**config.mk**
```make
export PLATFORM = sky130hd
export DESIGN_NAME = display_source_ctrl
export DESIGN_NICKNAME = d
export VERILOG_FILES = /design/src/rtl/display_source_ctrl.sv
export SDC_FILE = /design/constraint.sdc
export NUM_CORES = 1
export LEC_CHECK = 0
export CAP_MARGIN = 20
export CORE_MARGIN = 10
export CORE_UTILIZATION = 55
export DETAILED_ROUTE_END_ITERATION = 7
export GPL_ROUTABILITY_DRIVEN = 0
export PLACE_DENSITY = 0.85
export SYNTH_ARGS = -nofsm -noshare
export SYNTH_HDL_FRONTEND = slang
export SYNTH_SLANG_ARGS = --single-unit
```
**constraint.sdc**
```tcl
create_clock -name clk -period 2.7 [get_ports clk]
set_input_delay 0.54 -clock clk [delete_from_list [all_inputs] [get_ports clk]]
set_output_delay 0.54 -clock clk [all_outputs]
set_load 0.005 [all_outputs]
```
**src/rtl/display_source_ctrl.sv**
```systemverilog
// -----------------------------------------------------------------------------
// display_source_ctrl
//
// Upstream stage of Display4Driver. It picks what the 4-digit display shows:
// the live temperature, the setpoint, or the setpoint while it is being edited.
// Temperature samples arrive over a valid/ready handshake. Displayed values are
// clamped to MAX_VAL. The edit view blinks. The temperature view goes dark when
// no sample has arrived for STALE_TICKS cycles. The setpoint views fall back to
// the temperature view after TIMEOUT_TICKS idle cycles.
//
// Ports:
//   clk         system clock (only clock)
//   rst         synchronous, active-high reset
//   temp_valid  temperature sample valid
//   temp_data   unsigned temperature sample, tenths of a degree
//   temp_ready  block can accept a sample
//   setpoint    current setpoint, sampled live every cycle
//   btn_mode    single-cycle pulse: SHOW_TEMP -> SHOW_SET -> EDIT_SET -> SHOW_TEMP
//   btn_adjust  single-cycle pulse: restarts the timeout and the blink phase
//   disp_num    binary value to Display4Driver inputNum (always <= MAX_VAL)
//   disp_blank  to Display4Driver en, 1 = display dark
//   scan_clk    divided scan clock, period 2*SCAN_DIV clk cycles
//   edit_mode   1 while in EDIT_SET
//
// Optional feature macro: DISP_LAMP_TEST_EN
//   When defined, the block runs a lamp test after reset. For 2*BLINK_TICKS
//   cycles it shows 8888 unblanked and ignores btn_mode. Samples are still
//   accepted during the lamp test.
// -----------------------------------------------------------------------------
module display_source_ctrl #(
   parameter int unsigned SCAN_DIV      = 25000,
   parameter int unsigned BLINK_TICKS   = 12500000,
   parameter int unsigned TIMEOUT_TICKS = 250000000,
   parameter int unsigned STALE_TICKS   = 100000000,
   parameter logic [15:0] MAX_VAL       = 16'd9999
) (
   input  logic        clk,
   input  logic        rst,
   input  logic        temp_valid,
   input  logic [15:0] temp_data,
   output logic        temp_ready,
   input  logic [15:0] setpoint,
   input  logic        btn_mode,
   input  logic        btn_adjust,
   output logic [15:0] disp_num,
   output logic        disp_blank,
   output logic        scan_clk,
   output logic        edit_mode
);

   localparam logic [1:0]  SHOW_TEMP = 2'd0;
   localparam logic [1:0]  SHOW_SET  = 2'd1;
   localparam logic [1:0]  EDIT_SET  = 2'd2;
   localparam logic [15:0] LAMP_VAL  = 16'd8888;

   function automatic logic [15:0] sat_val(input logic [15:0] v);
      return (v > MAX_VAL) ? MAX_VAL : v;
   endfunction

   logic [1:0]  state;
   logic [1:0]  next_state;
   logic [15:0] temp_reg;
   logic        stale_flag;
   logic [31:0] stale_cnt;
   logic [31:0] to_cnt;
   logic [31:0] blink_cnt;
   logic        blink_phase;
   logic [31:0] scan_cnt;
   logic        scan_q;
   logic        acc_p0;
   logic        accept;
   logic        lamp_active;
   logic [15:0] disp_num_p1;
   logic        disp_blank_p1;
   logic        edit_mode_p1;

   // Ready drops for one cycle after every accept. Ready is also low while rst
   // is asserted, so a sample offered during reset is dropped.
   assign temp_ready = ~rst & ~acc_p0;
   assign accept     = temp_valid & temp_ready;

`ifdef DISP_LAMP_TEST_EN
   logic [31:0] lamp_cnt;
   logic        lamp_q;

   always_ff @(posedge clk) begin
      if (rst) begin
         lamp_q   <= 1'b1;
         lamp_cnt <= '0;
      end else if (lamp_q) begin
         if (lamp_cnt == 2 * BLINK_TICKS - 1) begin
            lamp_q   <= 1'b0;
            lamp_cnt <= '0;
         end else begin
            lamp_cnt <= lamp_cnt + 32'd1;
         end
      end
   end

   assign lamp_active = lamp_q;
`else
   assign lamp_active = 1'b0;
`endif

   // A btn_mode press beats a timeout that expires in the same cycle.
   always_comb begin
      next_state = state;
      if (!lamp_active) begin
         if (btn_mode) begin
            case (state)
               SHOW_TEMP: next_state = SHOW_SET;
               SHOW_SET:  next_state = EDIT_SET;
               default:   next_state = SHOW_TEMP;
            endcase
         end else if (state != SHOW_TEMP && to_cnt == TIMEOUT_TICKS - 1) begin
            next_state = SHOW_TEMP;
         end
      end
   end

   // Stage p0: handshake, stale tracking, FSM, timers
   always_ff @(posedge clk) begin
      if (rst) begin
         acc_p0     <= 1'b0;
         temp_reg   <= '0;
         stale_flag <= 1'b1;
         stale_cnt  <= '0;
         state      <= SHOW_TEMP;
         to_cnt     <= '0;
         blink_cnt  <= '0;
         blink_phase <= 1'b0;
         scan_cnt   <= '0;
         scan_q     <= 1'b0;
      end else begin
         acc_p0 <= accept;

         // The stale counter holds at its terminal count.
         if (accept) begin
            temp_reg   <= sat_val(temp_data);
            stale_flag <= 1'b0;
            stale_cnt  <= '0;
         end else if (stale_cnt == STALE_TICKS - 1) begin
            stale_flag <= 1'b1;
         end else begin
            stale_cnt <= stale_cnt + 32'd1;
         end

         state <= next_state;

         if (btn_mode || btn_adjust || next_state != state || state == SHOW_TEMP)
            to_cnt <= '0;
         else
            to_cnt <= to_cnt + 32'd1;

         // The blink phase restarts visible on entry to EDIT_SET and on every
         // adjust, so the value does not vanish while it is being changed.
         if (state != EDIT_SET || btn_adjust) begin
            blink_cnt   <= '0;
            blink_phase <= 1'b0;
         end else if (blink_cnt == BLINK_TICKS - 1) begin
            blink_cnt   <= '0;
            blink_phase <= ~blink_phase;
         end else begin
            blink_cnt <= blink_cnt + 32'd1;
         end

         if (scan_cnt == SCAN_DIV - 1) begin
            scan_cnt <= '0;
            scan_q   <= ~scan_q;
         end else begin
            scan_cnt <= scan_cnt + 32'd1;
         end
      end
   end

   // Stage p1: registered output selection
   always_ff @(posedge clk) begin
      if (rst) begin
         disp_num_p1   <= '0;
         disp_blank_p1 <= 1'b1;
         edit_mode_p1  <= 1'b0;
      end else begin
         edit_mode_p1 <= (state == EDIT_SET);
         if (lamp_active) begin
            disp_num_p1   <= LAMP_VAL;
            disp_blank_p1 <= 1'b0;
         end else begin
            case (state)
               SHOW_TEMP: begin
                  disp_num_p1   <= temp_reg;
                  disp_blank_p1 <= stale_flag;
               end
               SHOW_SET: begin
                  disp_num_p1   <= sat_val(setpoint);
                  disp_blank_p1 <= 1'b0;
               end
               default: begin
                  disp_num_p1   <= sat_val(setpoint);
                  disp_blank_p1 <= blink_phase;
               end
            endcase
         end
      end
   end

   assign disp_num   = disp_num_p1;
   assign disp_blank = disp_blank_p1;
   assign edit_mode  = edit_mode_p1;
   assign scan_clk   = scan_q;

endmodule

```
# Word-level counts from Yosys, hierarchy flattened
# Cells that the tools add are included.
# word_totals
in_bits	37
elab_cells	55
reg_bits	168
# classes
reduce_logical	13
n_addsub	4
n_bitwise	6
muxes	9
n_eq_ne	8
magnitude_cmp	2
# ops
op	n
adder 32 x 1 -> 32 bit (second input constant)	4
2-to-1 mux 16 bit	3
equality test 32 x 15 -> 1 bit (second input constant)	1
equality test 32 x 24 -> 1 bit (second input constant)	1
equality test 32 x 27 -> 1 bit (second input constant)	1
equality test 32 x 28 -> 1 bit (second input constant)	1
greater-than comparator 16 x 14 -> 1 bit (second input constant)	2
OR reduction 2 bit	4
logical OR 1 bit	4
2-to-1 mux 2 bit	2
NOT 1 bit	4
case mux 2 bit (2 select lines)	1
nonzero test 2 bit	2
OR reduction 3 bit	1
bitwise AND 1 bit	2
equality test 2 x 1 -> 1 bit (second input constant)	1
equality test 2 bit (second input constant)	1
logical NOT 2 bit	1
2-to-1 mux 1 bit	2
inequality test 2 bit	1
inequality test 2 bit (second input constant)	1
case mux 1 bit (2 select lines)	1
logical AND 1 bit	1

# Logic depth before layout (Yosys ltp)
# logic_depth
depth_word	8
mapped_depth	9
mapped_depth_nobuf	6

# Least setup slack after synthesis
# OpenSTA, ideal clock, no wires.
# synth_timing
kind	reg-to-reg
from	reg stale_cnt[8]
to	reg stale_cnt[1]
path_stages_with_launch	6
path_slack_ns	0.586
t_required_ns	2.575
arrival_ns	1.988
setup_ns	0.125
path_cell_list	dfxtp_1 -> or4b_1 -> or4_4 -> nor3b_4 -> mux2i_1 -> nor2_2
# synth_via
elab_chain_len	1
# synth_lines
element	line_no	source
from (decl)	64	logic [31:0] stale_cnt;
from (signal assigned)	145	stale_cnt <= stale_cnt + 32'd1;
equality test 32 x 27 -> 1 bit	142	end else if (stale_cnt == STALE_TICKS - 1) begin
# Every way passes these cells.
# A chain may end at the register's enable or synchronous reset.

# Final worst setup path
# Ends and elaborated chain as after synthesis.

==> flow_summary.json <==
{
  "routed_wl_um": 16100,
  "layout.filler_cells": 974,
  "drt_iter0_drc": 469,
  "cts_setup_buffers": 0,
  "groute.usage.overall_pct": 18.0,
  "routed-via-count": 5938,
  "run_status": "completed",
  "cts_hold_buf": 0,
  "timing.hold.worst.class": "reg -> reg",
  "drv.max_cap_violation_count": 0,
  "rows": 41,
  "pwr_density_cell_nw_per_um2": 628,
  "power.combinational.fraction_pct": 4.4,
  "floorplan.die_area_um2": 17900,
  "measured_slew_at_the_worst_slew_check_pin_ns": 0.794,
  "die_w_um": 134,
  "cts.reportedPaths.clkPinSlew_ns": 0.06,
  "pin_count": 57,
  "cts.htree.levels": 4,
  "power.share.switching_pct": 20.3,
  "power.sequential.fraction_pct": 47.5,
  "fin_tns_setup_ns": 0,
  "port_buffers": 56,
  "synthesis.nets": 853,
  "setup.worst_path.class": "reg -> reg",
  "post_synth_edffs": 0,
  "final_common_cell": "dfxtp_1",
  "die_y_um": 134,
  "ir_drop_uv": 507,
  "clock_power_share_pct": 48.1,
  "viasPerCell": 5.60,
  "end_kind": "register",
  "clk_path_buf_depth": 2,
  "clock_skew_ns": 0.00615,
  "ys.warnings.count": 0,
  "synth_flop_type": "dfxtp_1",
  "core_um2": 12700,
  "grt.overflow.total": 0,
  "nNetsFinal": 917,
  "fraction_of_final_layout_cells_sized_beyond_drive_strength_1_pct": 7.32,
  "cts_repair_resize_count": 0,
  "synth_seq_cells": 168,
  "tritoncts": "done",
  "clock_latency_ns": 0.43,
  "diodes": 0,
  "hold_ws_ns": 0.445,
  "area_growth_pct": 20.0,
  "detailedRoute.firstPassIterationCount": 7,
  "layout_min_cycle_time_ns": 2.30,
  "p_int_mw": 4.29,
  "synth_area_leaders": "dfxtp_1, xor2_1, nor2_1, xnor2_1, nand3_1",
  "startpoint_type": "register",
  "slew_headroom_pct": 46.7,
  "synth.distinct_cells": 47,
  "final.period_utilization_pct": 85.2,
  "hold_violations": 0,
  "critical_path_peak_fanout": 10,
  "layout_common_cells": "dfxtp_1, nor2_1, xor2_1, nand3_1, clkdlybuf4s50_1",
  "antenna_found_initial": 0,
  "initial_core_util_pct": 56.3,
  "grt_setup_unrepaired": "false",
  "switching_power_mw": 1.09,
  "post_synth_instance_area_um2": 7140,
  "drc": 0,
  "dpl.hpwl_um": 11000,
  "final_max_slew_viol_count": 0,
  "postRouteAntennaNets": 0,
  "synthArstFlopShare_pct": 0,
  "syn-instance-count": 812,
  "fmax_ghz": 0.435,
  "cts-buffers-inserted": 17,
  "cts.sink_count": 168,
  "wl_per_cell_um": 15.2,
  "synth_top_area_cell": "dfxtp_1",
  "number_of_global_route_vias_before_repair": 5683,
  "synth_top_area_share_pct": 47.1,
  "critical_path_arrival_ns": 2.62,
  "synth_area_per_cell_um2": 8.79,
  "root_buffer": "clkbuf_16",
  "cp.required_ns": 3.02,
  "final_count_of_negative_setup_slack_endpoints": 0,
  "maximum_number_of_pins_on_one_net_before_global_route_repair": 33,
  "synth-seq-area-share_pct": 47.1,
  "leakage_nw": 2.99,
  "wire_length_of_the_first_global_routing_pass_um": 26900
}
## metrics by stage
stage / utilization [%] / setup slack [ns] / cells / instance area (um^2) / total power [mW]
after detailed placement: 62.6 / 0.338 / 1029 / 7930 / 2.84
after CTS: 67.6 / 0.402 / 1060 / 8560 / 5.41
after floorplan: - / 0.586 / 812 / 7140 / 2.70
final: 67.6 / 0.399 / 1060 / 8560 / 5.38
after global placement: 62.6 / 0.411 / 1029 / 7930 / 2.84
after global routing: 67.6 / 0.199 / 1060 / 8560 / 5.52
## worst max-delay path, cell delays in order, from the launching register on
cell	delay, ns
dfxtp_1	0.36
or4b_1	0.53
or4_4	0.52
nor3b_4	0.46
mux2i_1	0.27
nor2_2	0.04
## path summary, 6_finish.rpt
check | startpoint | to | slack (ns) | cells past startpoint
worst max register to register | stale_cnt[8]$_SDFFE_PP0N_ | stale_cnt[1]$_SDFFE_PP0N_ | 0.40 | 5
worst min-delay path | scan_cnt[0]$_SDFF_PP0_ | scan_cnt[0]$_SDFF_PP0_ | 0.45 | 1
worst max-delay path | stale_cnt[8]$_SDFFE_PP0N_ | stale_cnt[1]$_SDFFE_PP0N_ | 0.40 | 5
worst min register to register | scan_cnt[0]$_SDFF_PP0_ | scan_cnt[0]$_SDFF_PP0_ | 0.45 | 1
## power groups by stage
| stage | registers (mW) | logic, mW | clock network, mW |
|---|---|---|---|
| 5_1_grt | 2.56 | 0.258 | 2.71 |
| 3_5_place_dp | 2.61 | 0.234 | 0 |
| 4_1_cts | 2.55 | 0.236 | 2.62 |
| 2_1_floorplan | 2.60 | 0.0999 | 0 |
| 3_3_place_gp | 2.61 | 0.230 | 0 |
| 6_report | 2.55 | 0.234 | 2.59 |
## logic make-up after synthesis
kind of cell	synth area share [%]
AO/OA/AOI/OAI	5.15
buffers and inverters	2.49
adder cells (fa/ha/maj)	0.701
AND/OR/NAND/NOR	30.0
multiplexers	0.280
XOR/XNOR	14.2
flip-flops	47.1
## cell type report
cell class              instances  area [um^2]  area share, %
inverters                      15         56.3          0.657
clock inverters                 7          140           1.64
well taps                     172          215           2.51
multi-input cells             601         3600           42.0
clock buffers                  24          492           5.74
repair buffers                 73          701           8.18
flip-flops and latches        168         3360           39.3
## cell usage after synthesis (2+ instances only)
cell	instances
dfxtp_1	168
nor2_1	162
xor2_1	79
nand3_1	62
nand2_1	43
nand4_1	42
xnor2_1	37
and3_1	24
nor3_1	21
nor4_1	19
clkbuf_1	18
a21oi_1	17
inv_1	15
and4_1	14
o21ai_0	8
o221a_2	7
a22o_1	6
a22oi_1	6
or3_1	5
and2_1	4
buf_2	4
ha_1	4
nor4b_1	4
or2_2	4
a31oi_1	3
buf_1	3
buf_4	3
nor2b_1	3
o21ai_1	3
or4b_1	3
mux2i_1	2
nor4_2	2
or3_2	2
or4_1	2
## per-layer routing
metal	up-vias	track usage [%]	share of wire [%]
met5	-	0	0
met4	0	6.29	1.6
li1	2964	-	-
met2	155	29.9	49
met3	24	5.41	5.8
met1	2795	21.8	44
No activity file was read; power rests on OpenSTA's default activity.
